--- src/rtl/processor_pkg.sv ---
// Shared types and instruction-field layout for the processor execution core.
package processor_pkg;

    localparam int REG_COUNT = 8;
    localparam int DATA_W    = 16;
    localparam int IMM_W     = 8;
    localparam int ADDR_W    = 3;
    localparam int OPC_W     = 3;
    localparam int NUM_OPND  = 4;
    localparam int INSTR_W   = 48;
    localparam int ALU_IN_W  = 3 * OPC_W + NUM_OPND * IMM_W;
    localparam int POW_EXP_W = 5;

    // Instruction word layout; operand k's select bit sits at OPND_TOP - k*OPND_STRIDE
    localparam int OP1_LSB     = 45;
    localparam int OP2_LSB     = 42;
    localparam int OP3_LSB     = 39;
    localparam int OPND_TOP    = 38;
    localparam int OPND_STRIDE = 9;
    localparam int DEST_LSB    = 0;

    typedef enum logic [OPC_W-1:0] {
        ALU_ADD  = 3'b000,
        ALU_AND  = 3'b001,
        ALU_MUL  = 3'b010,
        ALU_SUB  = 3'b011,
        ALU_POW  = 3'b100,
        ALU_OR   = 3'b101,
        ALU_XOR  = 3'b110,
        ALU_PASS = 3'b111
    } alu_op_t;

    // opnd[0] is A (most significant), matching the {op1,op2,op3,A,B,C,D} bus
    typedef struct packed {
        alu_op_t                         op1;
        alu_op_t                         op2;
        alu_op_t                         op3;
        logic [0:NUM_OPND-1][IMM_W-1:0]  opnd;
    } alu_req_t;

endpackage

--- src/rtl/processor_super_alu.sv ---
// Combinational three-operator ALU: out = op2(op1(A,B), op3(C,D)), all 16-bit wrapping.
module super_alu
    import processor_pkg::*;
(
    input  logic [ALU_IN_W-1:0] in,
    output logic [DATA_W-1:0]   out
);

    function automatic logic [DATA_W-1:0] alu_fn(input alu_op_t op,
                                                 input logic [DATA_W-1:0] l,
                                                 input logic [DATA_W-1:0] r);
        logic [DATA_W-1:0] acc;
        logic [DATA_W-1:0] base;
        acc  = '0;
        base = l;
        case (op)
            ALU_ADD:  acc = l + r;
            ALU_AND:  acc = l & r;
            ALU_MUL:  acc = l * r;
            ALU_SUB:  acc = l - r;
            ALU_POW: begin
                // Square-and-multiply over the 5 exponent bits; x**0 = 1 falls out naturally
                acc = 16'd1;
                for (int i = 0; i < POW_EXP_W; i++) begin
                    if (r[i]) acc = acc * base;
                    base = base * base;
                end
            end
            ALU_OR:   acc = l | r;
            ALU_XOR:  acc = l ^ r;
            default:  acc = l;
        endcase
        return acc;
    endfunction

    alu_req_t          req;
    logic [DATA_W-1:0] a, b, c, d, left, right;

    assign req   = alu_req_t'(in);
    assign a     = {{(DATA_W-IMM_W){1'b0}}, req.opnd[0]};
    assign b     = {{(DATA_W-IMM_W){1'b0}}, req.opnd[1]};
    assign c     = {{(DATA_W-IMM_W){1'b0}}, req.opnd[2]};
    assign d     = {{(DATA_W-IMM_W){1'b0}}, req.opnd[3]};
    assign left  = alu_fn(req.op1, a, b);
    assign right = alu_fn(req.op3, c, d);
    assign out   = alu_fn(req.op2, left, right);

endmodule

--- src/rtl/processor.sv ---
// Execution core: operand muxes, 8x16 register file and registered result.
module processor
    import processor_pkg::*;
(
    input  logic               clk,
    input  logic               rst,
    input  logic [INSTR_W-1:0] inp,
    input  logic               inp_valid,
    output logic [DATA_W-1:0]  result,
    output logic               result_valid
);

    logic [REG_COUNT-1:0][DATA_W-1:0] regs;
    logic [0:NUM_OPND-1][IMM_W-1:0]   opnd;
    logic [ALU_IN_W-1:0]              alu_in;
    logic [DATA_W-1:0]                alu_out;
    logic [ADDR_W-1:0]                dest;

    // Register operands use only n[2:0]; the upper immediate bits are don't-care
    for (genvar k = 0; k < NUM_OPND; k++) begin : g_opnd
        localparam int SEL = OPND_TOP - k * OPND_STRIDE;
        logic             sel;
        logic [IMM_W-1:0] n;
        assign sel     = inp[SEL];
        assign n       = inp[SEL-1 -: IMM_W];
        assign opnd[k] = sel ? regs[n[ADDR_W-1:0]][IMM_W-1:0] : n;
    end

    assign alu_in = {inp[OP1_LSB +: OPC_W], inp[OP2_LSB +: OPC_W], inp[OP3_LSB +: OPC_W], opnd};
    assign dest   = inp[DEST_LSB +: ADDR_W];

    super_alu u_alu (
        .in  (alu_in),
        .out (alu_out)
    );

    always_ff @(posedge clk) begin
        if (rst) begin
            regs         <= '0;
            result       <= '0;
            result_valid <= 1'b0;
        end else if (inp_valid) begin
            regs[dest]   <= alu_out;
            result       <= alu_out;
            result_valid <= 1'b1;
        end else begin
            result_valid <= 1'b0;
        end
    end

endmodule

--- config.mk ---
export PLATFORM = sky130hd
export DESIGN_NAME = processor
export DESIGN_NICKNAME = d
export VERILOG_FILES = /design/src/rtl/processor_pkg.sv /design/src/rtl/processor_super_alu.sv /design/src/rtl/processor.sv
export SDC_FILE = /design/constraint.sdc
export NUM_CORES = 2
export LEC_CHECK = 0
export CAP_MARGIN = 20
export CORE_MARGIN = 3
export CORE_UTILIZATION = 70
export CTS_BUF_LIST = sky130_fd_sc_hd__clkbuf_4 sky130_fd_sc_hd__clkbuf_8 sky130_fd_sc_hd__clkbuf_16
export DETAILED_ROUTE_END_ITERATION = 10
export HOLD_SLACK_MARGIN = 0.12
export PLACE_DENSITY = 0.87
export SLEW_MARGIN = 30
export SYNTH_ARGS = -nofsm -noshare
export SYNTH_HDL_FRONTEND = slang
export SYNTH_SLANG_ARGS = --single-unit
--- constraint.sdc ---
create_clock -name clk -period 119.9 [get_ports clk]
set_clock_uncertainty 0.15 [all_clocks]
set_input_delay 23.98 -clock clk [delete_from_list [all_inputs] [get_ports clk]]
set_output_delay 23.98 -clock clk [all_outputs]
set_load 0.1 [all_outputs]
==> Flow_metrics.wiki <==
{| class="wikitable"
! Metric !! Value
|-
| TritonCTS clock tree || done
|-
| Number of setup buffers added after CTS || 0
|-
| Via density per instance || a little over 6
|-
| Worst Path Arrival || around 63 ns
|-
| Pins over their slew limit || 0
|-
| Maximum level of the CTS H-tree || 3
|-
| Critical path's slowest cell || clkdlybuf4s50_1
|-
| Library cell occupying the most area in the post-synthesis netlist || fa_1
|-
| Clock buffer count from CTS || 9
|-
| Number of vias in the routed layout || 63694
|-
| Area inside the core boundary || about 0.10 sq mm
|-
| Post-synthesis compound-gate area fraction || 9.75%
|-
| Post-route clock period utilization || between 50% and 60%
|-
| Timing-limited maximum frequency || approximately 0.016 GHz
|-
| Area added between synthesis and finish || 4.35%
|-
| Reg2reg start || regs[32]
|-
| Buffer depth of the longest clock path || 2
|-
| Sequential cell area fraction in the yosys report || under 10%
|-
| Share of the synthesized netlist area taken by xor and xnor gates || under 10%
|-
| Worst path most repeated cell || fa_1
|-
| Overflow after GRT || 0
|-
| Time the final worst path needs with I/O delays and setup || between 60 and 70 ns
|-
| Via count of the first global-routing pass || 67448
|-
| Synth warnings || 0
|-
| Path type of the worst min-delay path || reg -> reg
|-
| Dominant combinational cell family by area after synthesis || adder cells
|-
| Adder and majority cell fraction of the synthesized area || a little over half
|-
| Width of the die || about 330 microns
|-
| Number of flops mapped to enable cells by yosys || 0
|-
| Req. time, crit path || 120.01 ns
|-
| Destination of the critical timing path || result[15]
|-
| Final GP Congestion || 1.01
|-
| Hold slack final || approximately 0.36 ns
|-
| Cells resized by post-CTS repair || 0
|-
| Ratio of cells with drive above 1 in the final layout || just under 4%
|-
| Post-synthesis cell count || 8929
|-
| Crit path buf inv count || 28
|-
| Setup slack, reg-to-reg || ~81 ns
|-
| Critical Path Fanout Max || 15
|-
| Grt met2 use || roughly two thirds
|-
| CTS Sinks || 81
|-
| Kind of critical path || in -> reg
|-
| # Max-Cap Violations || 0
|-
| Violation count after the first detailed-routing iteration || 5961
|-
| Initial cell density of the core || between 70% and 80%
|-
| Net count, final || 11525
|-
| Cell at the root of the clock tree || clkbuf_16
|-
| Kind of end point of the critical path || flip-flop
|-
| Number of distinct library cells after synthesis || approximately 120
|-
| Number of detailed-route iterations in the first pass || 8
|-
| Portion of netlist area occupied by mux cells || 2.94%
|-
| Placement row count || approximately 120
|-
| Syn avg cell area || about 8.3 sq um
|-
| Die ar. || between 0.1 and 0.15 sq mm
|-
| Final hold violations || 0
|-
| Maximum number of pins on one net before global-route repair || between 80 and 90
|-
| Setup TNS || 0 ns
|-
| Post-synthesis instance area || about 0.074 sq mm
|-
| Logic depth of the worst path, buffers included || 134
|-
| Ys async rst share || 0%
|-
| Post-detail-place hpwl || about 180000 microns
|-
| Antenna-violating nets left || 0
|-
| Remaining DRCs || 0
|-
| Met3 routing resource usage after global routing || under 10%
|-
| Routed length per instance || roughly 21 microns
|-
| Pin slew with the least headroom to its limit || ~1.0 ns
|-
| Global Route met1 Usage || between 40% and 50%
|-
| Most instantiated flip-flop cell in the synthesis netlist || dfxtp_1
|-
| Headroom to the max-slew limit || between 20% and 30%
|-
| Share of Yosys cell area claimed by the top area cell type || 30.0%
|-
| Largest incremental delay on the critical path || 0.89 ns
|-
| IO buf count || 67
|-
| Number of hold buffers added after cts || 0
|-
| Antenna violations before repair || 8
|-
| Unrepaired setup endpoints after global routing || no
|-
| Drt total wl || approximately 220000 microns
|-
| Top delay family on crit path || adder cells
|-
| Peak-usage layer in the global routing report || met2
|-
| Outcome || completed
|-
| Count of pins on the block boundary || between 60 and 70
|-
| Die height || roughly 330 microns
|-
| Number of cells on the worst reg-to-reg path || 136
|-
| Clock transition at the registers of the reported paths || roughly 0.080 ns
|-
| Total routing resource utilization after global routing || ~40%
|-
| Source of the critical timing path || inp[31]
|-
| Number of cells on the worst hold path || 2
|-
| Register bit total from synthesis || 81
|-
| Final number of setup-violating endpoints || 0
|-
| FF-to-FF End || result[15]
|-
| Sort of element at the start of the critical path || primary input
|-
| Global-route wire length before repair || 352000 microns
|-
| Clock latency on the worst-skew pair || 0.38 ns
|-
| Post-synthesis share of cell area spent on and, or, nand and nor gates || between 10% and 20%
|-
| Biggest area contributors in the synthesized netlist || fa_1 (30%), ha_1 (22%), inv_1 (9.2%)
|}
## cell type report
class / instances / area, sq um
timing repair buffer: 188 / 1570
sequential: 81 / 1620
fill: 7677 / 26900
tap: 1380 / 1730
multi-input combinational: 6909 / 65500
clock buffer: 10 / 239
clock inverter: 6 / 48.8
inverter: 1852 / 6960
antenna: 4 / 10.0
## per-layer routing
| metal | wire length (microns) | part of all wire, % |
|---|---|---|
| met1 | 80400 | 36 |
| met2 | 99300 | 45 |
| met3 | 24900 | 11 |
| met4 | 15600 | 7.1 |
| met5 | 59 | 0.027 |
## cells by family after synthesis
kind of cell	count (synthesis)
adders and majority gates	2436
xor gates and xnor gates	621
AOI/OAI and AO/OA	1087
and+or+nand+nor	2410
muxes	155
buffers and inverters	2137
DFF	81
other	2
## worst min path at each step
stage / start / to / slack [ns]
floorplan: regs[49] / regs[49] / 0.31
detailed placement: result[4] / result[4] / 0.33
CTS: result[4] / result[4] / 0.35
global placement: result[4] / result[4] / 0.33
global route: result[2] / result[2] / 0.39
finish: result[4] / result[4] / 0.36
## Yosys cell counts (all sizes together), types with 17 or more instances
library cell / instances
nand2b: 105
o21bai: 43
dfxtp: 81
nand3: 50
a221o: 17
xnor3: 28
ha: 1317
a21boi: 28
xor2: 136
clkinv: 17
a21oi: 347
inv: 1835
a21o: 114
mux2: 21
a31oi: 20
a221oi: 19
clkbuf: 199
mux4: 48
o211ai: 25
xnor2: 455
a211oi: 31
nor2: 965
o21a: 35
o221ai: 20
o22ai: 18
fa: 1116
mux2i: 86
nor3: 99
o21ai: 198
buf: 86
and2: 97
a22oi: 17
or3: 41
or2: 43
and3: 33
nor2b: 53
nand2: 868
## flip-flops by register name, indices dropped and copies added, names as in the netlist
name          count
regs             64
result           16
result_valid      1
## metrics by stage
| step | utilization (%) | cell area (sq um) | instances | setup slack (ns) |
|---|---|---|---|---|
| global route | 74.3 | 77600 | 10427 | 55.58 |
| finish | 74.3 | 77600 | 10430 | 57.04 |
| CTS | 74.2 | 77600 | 10425 | 56.99 |
| detailed placement | 73.9 | 77300 | 10409 | 56.71 |
| floorplan | - | 75100 | 9127 | 61.57 |
| global placement | 73.9 | 77300 | 10409 | 57.44 |
## layout by cell type (no fill, tap or decap), types with 18 or more instances in the layout
cell type and instances:
inv_1 1816, ha_1 1317, fa_1 1116, nor2_1 955, nand2_1 863, xnor2_1 454, a21oi_1 337, conb_1 200
o21ai_0 179, xor2_1 136, buf_4 120, a21o_1 114, nand2b_1 104, and2_1 96, nor3_1 94, mux2i_1 85
dfxtp_1 81, clkdlybuf4s50_1 62, nor2b_1 53, nand3_1 50, mux4_2 48, o21bai_1 43, or2_2 42, or3_1 41
o21a_1 34, and3_1 33, a211oi_1 28, xnor3_1 26, o211ai_1 25, a21boi_0 22, o221ai_1 20, mux2_2 20
a31oi_1 20, inv_2 18, a221oi_1 18
## worst register-to-register path, delay by kind of cell, from the launching register on
kind,cells,cell delay [ns]
flops,1,0.38
fa+ha+maj,62,25.24
buf+inv,24,1.51
compound gates,15,3.71
mux,1,0.28
simple gates,14,2.63
xor+xnor,20,4.70
Power is left out: the tool's default activity adds up to more than one toggle a clock period on the data nets, which glitch-free logic cannot reach.
